[config.mk]
export PLATFORM = sky130hd
export DESIGN_NAME = branch_target_buffer
export DESIGN_NICKNAME = d
export VERILOG_FILES = /design/src/rtl/branch_target_buffer.sv
export SDC_FILE = /design/constraint.sdc
export NUM_CORES = 1
export LEC_CHECK = 0
export ABC_CLOCK_PERIOD_IN_PS = 13300
export CORE_MARGIN = 3
export CORE_UTILIZATION = 24
export DETAILED_ROUTE_END_ITERATION = 8
export SYNTH_ARGS = -nofsm -noshare
export SYNTH_HDL_FRONTEND = slang
export SYNTH_SLANG_ARGS = --single-unit
[constraint.sdc]
create_clock -name CLK -period 13.3 [get_ports CLK]
set_input_delay 1.995 -clock CLK [delete_from_list [all_inputs] [get_ports CLK]]
set_output_delay 1.995 -clock CLK [all_outputs]
set_load 0.05 [all_outputs]
[src/rtl/branch_target_buffer.sv]
// Direct-mapped branch target buffer with per-entry saturating direction counters.
// Combinational next-PC prediction for IF, registered training from EX, and a mispredict counter.
module branch_target_buffer #(
  parameter int WORD_W  = 32,
  parameter int ENTRIES = 16,
  parameter int TAG_W   = 8,
  parameter int CTR_W   = 2,
  parameter int CNT_W   = 32
) (
  input  logic              CLK,
  input  logic              nRST,
  input  logic [WORD_W-1:0] lookup_pc,
  output logic              hit,
  output logic              predict_taken,
  output logic [WORD_W-1:0] predict_npc,
  input  logic              upd_en,
  input  logic [WORD_W-1:0] upd_pc,
  input  logic              upd_taken,
  input  logic [WORD_W-1:0] upd_target,
  input  logic              upd_mispredict,
  input  logic              invalidate,
  output logic [CNT_W-1:0]  mispred_cnt
);

  localparam int IDX_W = $clog2(ENTRIES);
  localparam int TGT_W = WORD_W - 2;
  localparam logic [CTR_W-1:0] CTR_WEAK = CTR_W'(1 << (CTR_W - 1));

  logic [ENTRIES-1:0] valid;
  logic [TAG_W-1:0]   tags    [ENTRIES];
  logic [TGT_W-1:0]   targets [ENTRIES];
  logic [CTR_W-1:0]   ctrs    [ENTRIES];

  logic [IDX_W-1:0] lk_idx, up_idx;
  logic [TAG_W-1:0] lk_tag, up_tag;
  logic             up_hit;
  logic             unused_bits;

  assign lk_idx = lookup_pc[IDX_W+1:2];
  assign lk_tag = lookup_pc[IDX_W+2+TAG_W-1:IDX_W+2];
  assign up_idx = upd_pc[IDX_W+1:2];
  assign up_tag = upd_pc[IDX_W+2+TAG_W-1:IDX_W+2];
  assign unused_bits = ^{lookup_pc, upd_pc, upd_target[1:0]};

  always_comb begin
    hit           = valid[lk_idx] && (tags[lk_idx] == lk_tag);
    predict_taken = hit && ctrs[lk_idx][CTR_W-1];
    predict_npc   = predict_taken ? {targets[lk_idx], 2'b00}
                                  : lookup_pc + WORD_W'(4);
  end

  assign up_hit = valid[up_idx] && (tags[up_idx] == up_tag);

  // Lookup reads the array directly, so a same-cycle update is only seen next cycle.
  always_ff @(posedge CLK or negedge nRST) begin
    if (!nRST) begin
      valid <= '0;
      for (int unsigned i = 0; i < ENTRIES; i++) begin
        tags[i]    <= '0;
        targets[i] <= '0;
        ctrs[i]    <= '0;
      end
    end else if (invalidate) begin
      valid <= '0;
    end else if (upd_en) begin
      if (up_hit) begin
        if (upd_taken) begin
          targets[up_idx] <= upd_target[WORD_W-1:2];
          if (ctrs[up_idx] != '1) ctrs[up_idx] <= ctrs[up_idx] + CTR_W'(1);
        end else if (ctrs[up_idx] != '0) begin
          ctrs[up_idx] <= ctrs[up_idx] - CTR_W'(1);
        end
      end else if (upd_taken) begin
        valid[up_idx]   <= 1'b1;
        tags[up_idx]    <= up_tag;
        targets[up_idx] <= upd_target[WORD_W-1:2];
        ctrs[up_idx]    <= CTR_WEAK;
      end
    end
  end

  always_ff @(posedge CLK or negedge nRST) begin
    if (!nRST) begin
      mispred_cnt <= '0;
    end else if (upd_en && upd_mispredict && (mispred_cnt != '1)) begin
      mispred_cnt <= mispred_cnt + CNT_W'(1);
    end
  end

endmodule

After elaboration in Yosys (flattened, before gate mapping). Cells that the tools add are included. Widths: inputs -> output; s select.

Flip-flop bits (word level): 688. Input port bits: 102. Output and inout bits: 66. Logic and storage cells: 131.

$add $sub $neg: 4. Magnitude comparators: 6. Equality and inequality tests: 6. Muxes and demuxes: 41. Bitwise logic cells: 8. Reduce and logical (&&, ||, !) cells: 16.

Operators by type and width (count): $bwmux 480 (1); $mux 32 (6); $bwmux 128 (1); $bmux 30 s4 (1); $demux 30 s4 (1); $mux 30 (3); $bmux 8 s4 (2); $bwmux 32 (2); $mux 16 (4); $mux 8 (5); $add 32x1->32 const B (1); $add 32x3->32 const B (1); $demux 8 s4 (1); $ne 32x32->1 const B (1); $or 16x16->16 (2); $and 16x16->16 (1); $bmux 2 s4 (2); $eq 8x8->1 (2); $not 16->16 (1); $ge 5x5->1 const B (2); $lt 4x5->1 const B (2); $mux 2 (5); $not 4->5 (2); $reduce_bool 2->1 (5); 15 further kinds (27).

Logic depth before layout (Yosys ltp).
Word-level depth: 9. Mapped depth: 15. Depth with buffers taken out: 8.

Worst setup path after synthesis. Ideal clock, no wire load.

Kind: input -> output. Start point: input port lookup_pc[2]. End point: output port predict_npc[2]. Data arrival time: 5.761 ns. Slack: 5.544 ns. Cell stages on the path: 9. Path through: buf_2 buf_2 clkbuf_1 mux4_2 mux4_2 and2_1 clkbuf_1 clkbuf_1 o21ai_0.

Cells in the longest elaborated chain, start to end: 8. Elaborated cells between the ends (all ways): 17. Those cells by class: 1 x add/sub; 1 x eq/ne; 12 x mux; 1 x bitwise; 2 x reduce/logical.

Ends and longest elaborated chain: start, declared (line 12) `input logic [WORD_W-1:0] lookup_pc,`; $not 4->5 (implied by the code) (line 46, 47); $bmux 8 s4 (line 46) `hit = valid[lk_idx] && (tags[lk_idx] == lk_tag);`; $mux 8 (implied by the code) (2 in a row) (line 46); $eq 8x8->1 (line 46); $logic_and 1x1->1 (line 46); $logic_and 1x1->1 (*) (line 47) `predict_taken = hit && ctrs[lk_idx][CTR_W-1];`; via predict_taken (line 14) `output logic predict_taken,`; $mux 32 (*) (line 48) `predict_npc = predict_taken ? {targets[lk_idx], 2'b00}`; end, declared (line 15) `output logic [WORD_W-1:0] predict_npc,`.

The timed path passes the listed nets; every way through them passes the cells marked *. The select of a mux whose other input is x is not followed.

Worst setup path after layout.
Start point: input port lookup_pc[4]. End point: output port predict_npc[10].

Cells in the longest elaborated chain, start to end: 8. Elaborated cells between the ends (all ways): 17. Those cells by class: 1 x add/sub; 1 x eq/ne; 12 x mux; 1 x bitwise; 2 x reduce/logical.

Ends and longest elaborated chain (line): $not 4->5 (implied by the code) (46, 47, 48); $bmux 8 s4 (46); $mux 8 (implied by the code) (2 in a row) (46); $eq 8x8->1 (46); $logic_and 1x1->1 (46); $logic_and 1x1->1 (47); $mux 32 (*) (48).

Mark *: on every way between the ends. The rest lies on a longest branch, timed or not. The select of a mux whose other input is x is not followed.

==> impl_summary.txt <==
----------------------------------------------------
[Run status]
  Outcome ... finished clean

[Critical path]
  Startpoint type of the worst setup path ... input pin
  Data arrival time at the worst-slack endpoint ... just under 7 ns
  CP max FO ... 37
  Critical Setup Path Class ... input pin to output pin
  Crit. End Element ... output pin
  Crit path required time ... around 11 ns

[Job]
  Max Cap Violations ... 0

[CTS]
  Max clock buf depth ... 3
  Cts-stage hold buffer count ... 0
  Total CTS buffers ... 77
  Root buffer cell ... clkbuf_16
  Count of clock tree sinks ... a little under 700
  Clock latency of the later-clocked register in the worst-skew pair ... about 0.67 ns
  Post-CTS setup repair buffer count ... 0
  # H-tree levels ... 3
  Clock slew seen by the registers of the worst setup and hold paths ... 0.05 ns
  Clock tree from TritonCTS ... built
  Count of cells resized by post-cts repair ... 0

[Floorplan]
  Overall die area ... ~140,000 µm²
  Number of I/O pins ... between 150 and 200
  Starting density of the core ... between 20 and 25%
  DIE HEIGHT ... around 380 µm
  Number of cell rows ... roughly 140
  Core Box Area ... about 140,000 µm²
  Width of the chip ... ~380 µm

[Detailed routing]
  Remaining antenna violation count after routing ... 0
  Total iterations of the first detailed-routing run ... 4
  Routed via count divided by cell count ... approximately 4.8
  First DRT Iteration DRCs ... between 1,000 and 1,500
  Final routed DRC violation total ... 0
  Final wirelength ... 94,600 µm
  Detailed-route via count ... 20,400
  Detail-routed net length per standard cell ... around 22 µm

[Logic synthesis]
  Seq cells post-synth ... a little under 700
  Yosys warning count ... 0
  Netlist area before placement ... 33,300 µm²
  Post-Syn Nets ... ~2,400
  Part of the Yosys area used for sequential elements ... about half
  Async S/R FF share, synth ... 100%
  Leading register cell type out of synthesis ... dfrtp_1
  Number of synthesized flops with an enable pin ... 0
  Synthesized instance count ... between 2,000 and 2,500
  Syn_area_per_cell ... between 10 and 15 µm²
  Count of different cell masters after synthesis ... 53

[GRT]
  Total global routing track utilization ... 13.2%
  Antenna violations before repair ... 12
  Wire length of the first global-routing pass ... approximately 140,000 µm
  Maximum number of pins on one net before global-route repair ... between 150 and 200
  Remaining global-route overflow ... 0
  Vias in the first global route ... between 20,000 and 25,000

[STA]
  Number of hold violations in the final report ... 0
  Transition at the pin with the smallest max-transition slack ... 1.23 ns
  Number of setup violations in the final report ... 0
  Count of pins over their slew limit ... 0
  Worst hold slack after final layout ... 0.471 ns
  Setup repair after global routing missed its margin ... no
  Minimum period implied by the final worst setup slack ... a little under 9 ns
  Fin crit share ... around two thirds
  Achievable Freq ... around 110 MHz
  Final total negative setup slack ... 0 ns
  Headroom to the max-slew limit ... 17.2%
  Post-Route Skew ... about 0.031 ns

[Final layout]
  Fraction of final layout cells sized beyond drive strength 1 ... 40.5%
  Most used cells in the layout excluding fill and tap cells ... 688 x dfrtp_1, 554 x mux2_2, 305 x nand2_1
  Layout overhead on the synthesized area ... 18.3%
  Final cell utilization of the core ... roughly 29%
  Post-layout net count ... between 2,000 and 3,000
  Leading cell type in the layout, fill and taps excluded ... dfrtp_1

[Power]
  Peak ir drop on the vdd network ... between 0.1 and 0.15 mV
  Power density of the placed cells ... between 100 and 150 nW/µm²
  Leakage power of the design ... 17.4 nW

[Placement]
  Count of input and output buffers ... approximately 150
  Estimated wirelength of the detail-placed design ... about 57,000 µm
  Last weighted congestion value of the routability-driven placer ... between 0.7 and 0.8

[Worst hold path]
  Tightest Hold Check Type ... flop to flop

----------------------------------------------------
==> state kept, by name, indices dropped and copies added, names as in the netlist <==
register	flops
tags	128
ctrs	32
targets	480
mispred_cnt	32
valid	16
==> layer usage <==
layer  global-route usage (%)  up-vias  wire [µm]
li1                         -     8716          -
met1                     18.1    10900      42800
met4                     3.34        8       2270
met2                     20.4      531      43000
met3                     3.76      158       6490
met5                        0        -         52
==> report_power, final <==
group	switching, mW	internal (mW)
Clock	0.897	1.29
Sequential	0.147	2.36
Combinational	0.353	0.433
==> synth_stat cells (3+ instances only) <==
| master | instances | area [µm²] |
|---|---|---|
| a21o_1 | 16 | 120 |
| a21oi_1 | 4 | 20.0 |
| a22oi_1 | 5 | 37.5 |
| a32o_1 | 15 | 150 |
| and2_1 | 4 | 25.0 |
| and3_1 | 16 | 100 |
| and4_1 | 6 | 52.6 |
| buf_1 | 26 | 97.6 |
| buf_2 | 13 | 65.1 |
| buf_4 | 8 | 60.1 |
| clkbuf_1 | 129 | 484 |
| dfrtp_1 | 688 | 17200 |
| ha_1 | 4 | 50.1 |
| inv_1 | 11 | 41.3 |
| mux2_1 | 18 | 203 |
| mux2_2 | 554 | 6240 |
| mux2i_1 | 19 | 190 |
| mux4_1 | 8 | 210 |
| mux4_2 | 230 | 5180 |
| nand2_1 | 305 | 1140 |
| nand2b_1 | 4 | 25.0 |
| nand3_1 | 37 | 185 |
| nand4_1 | 10 | 62.6 |
| nor2_1 | 34 | 128 |
| nor2b_1 | 8 | 50.1 |
| nor3_1 | 10 | 50.1 |
| nor3_2 | 12 | 120 |
| nor4_1 | 3 | 18.8 |
| o21ai_0 | 10 | 50.1 |
| o22ai_1 | 5 | 31.3 |
| or2_2 | 4 | 25.0 |
| xnor2_1 | 51 | 447 |
| xor2_1 | 24 | 210 |
==> worst paths after layout <==
| path | from | end | slack (ns) | depth (start not counted) |
|---|---|---|---|---|
| setup reg to reg | tags[6] | ctrs[1] | 9.18 | 8 |
| hold / removal | targets[375] | targets[375] | 0.47 | 2 |
| setup / recovery | lookup_pc[4] | predict_npc[10] | 4.36 | 12 |
| max in group asynchronous | nRST | tags[15] | 9.80 | 3 |
| min in group asynchronous | nRST | targets[90] | 1.34 | 1 |
| hold reg to reg | targets[375] | targets[375] | 0.47 | 2 |
==> area by class of cell <==
type / instances / area (µm²)
fill: 13800 / 98200
sequential: 688 / 17200
multi-input combinational: 1440 / 15500
tap: 1794 / 2240
clock buffer: 109 / 2200
timing repair buffer: 201 / 1900
clock inverter: 22 / 359
inverter: 12 / 45.0
antenna: 3 / 7.51
==> critical path: stages <==
cell and delay, ns:
buf_4 0.40, buf_4 0.79, mux4_2 0.41, a211oi_1 0.27, a21oi_1 0.10, xor2_1 0.21, nor4_2 0.27, buf_4 0.33
and2_2 0.42, buf_4 0.46, mux2_2 0.48, clkdlybuf4s50_1 0.75
==> stage by stage <==
stage	std cells	instance area, µm²	power, mW	setup slack [ns]
detailed placement	4135	36900	3.33	4.28
global route	4266	39400	5.72	4.03
floorplan	2319	33300	3.06	5.54
global placement	4135	36900	3.31	4.31
finish	4269	39400	5.48	4.36
CTS	4266	39400	5.54	4.26
==> cell families (layout without fill, tap and decap cells) <==
family / count (synthesis) / count (layout) / share of synthesized area, %
other: 0 / 3 / 0
AO/OA/AOI/OAI: 69 / 69 / 1.61
multiplexers: 830 / 830 / 36.1
XOR/XNOR: 75 / 75 / 1.97
adder cells (fa/ha/maj): 4 / 4 / 0.150
AND/OR/NAND/NOR: 462 / 462 / 6.15
buffers and inverters: 191 / 344 / 2.37
flip-flops: 688 / 688 / 51.6
Note: power is estimated with default switching activity, not from simulation.
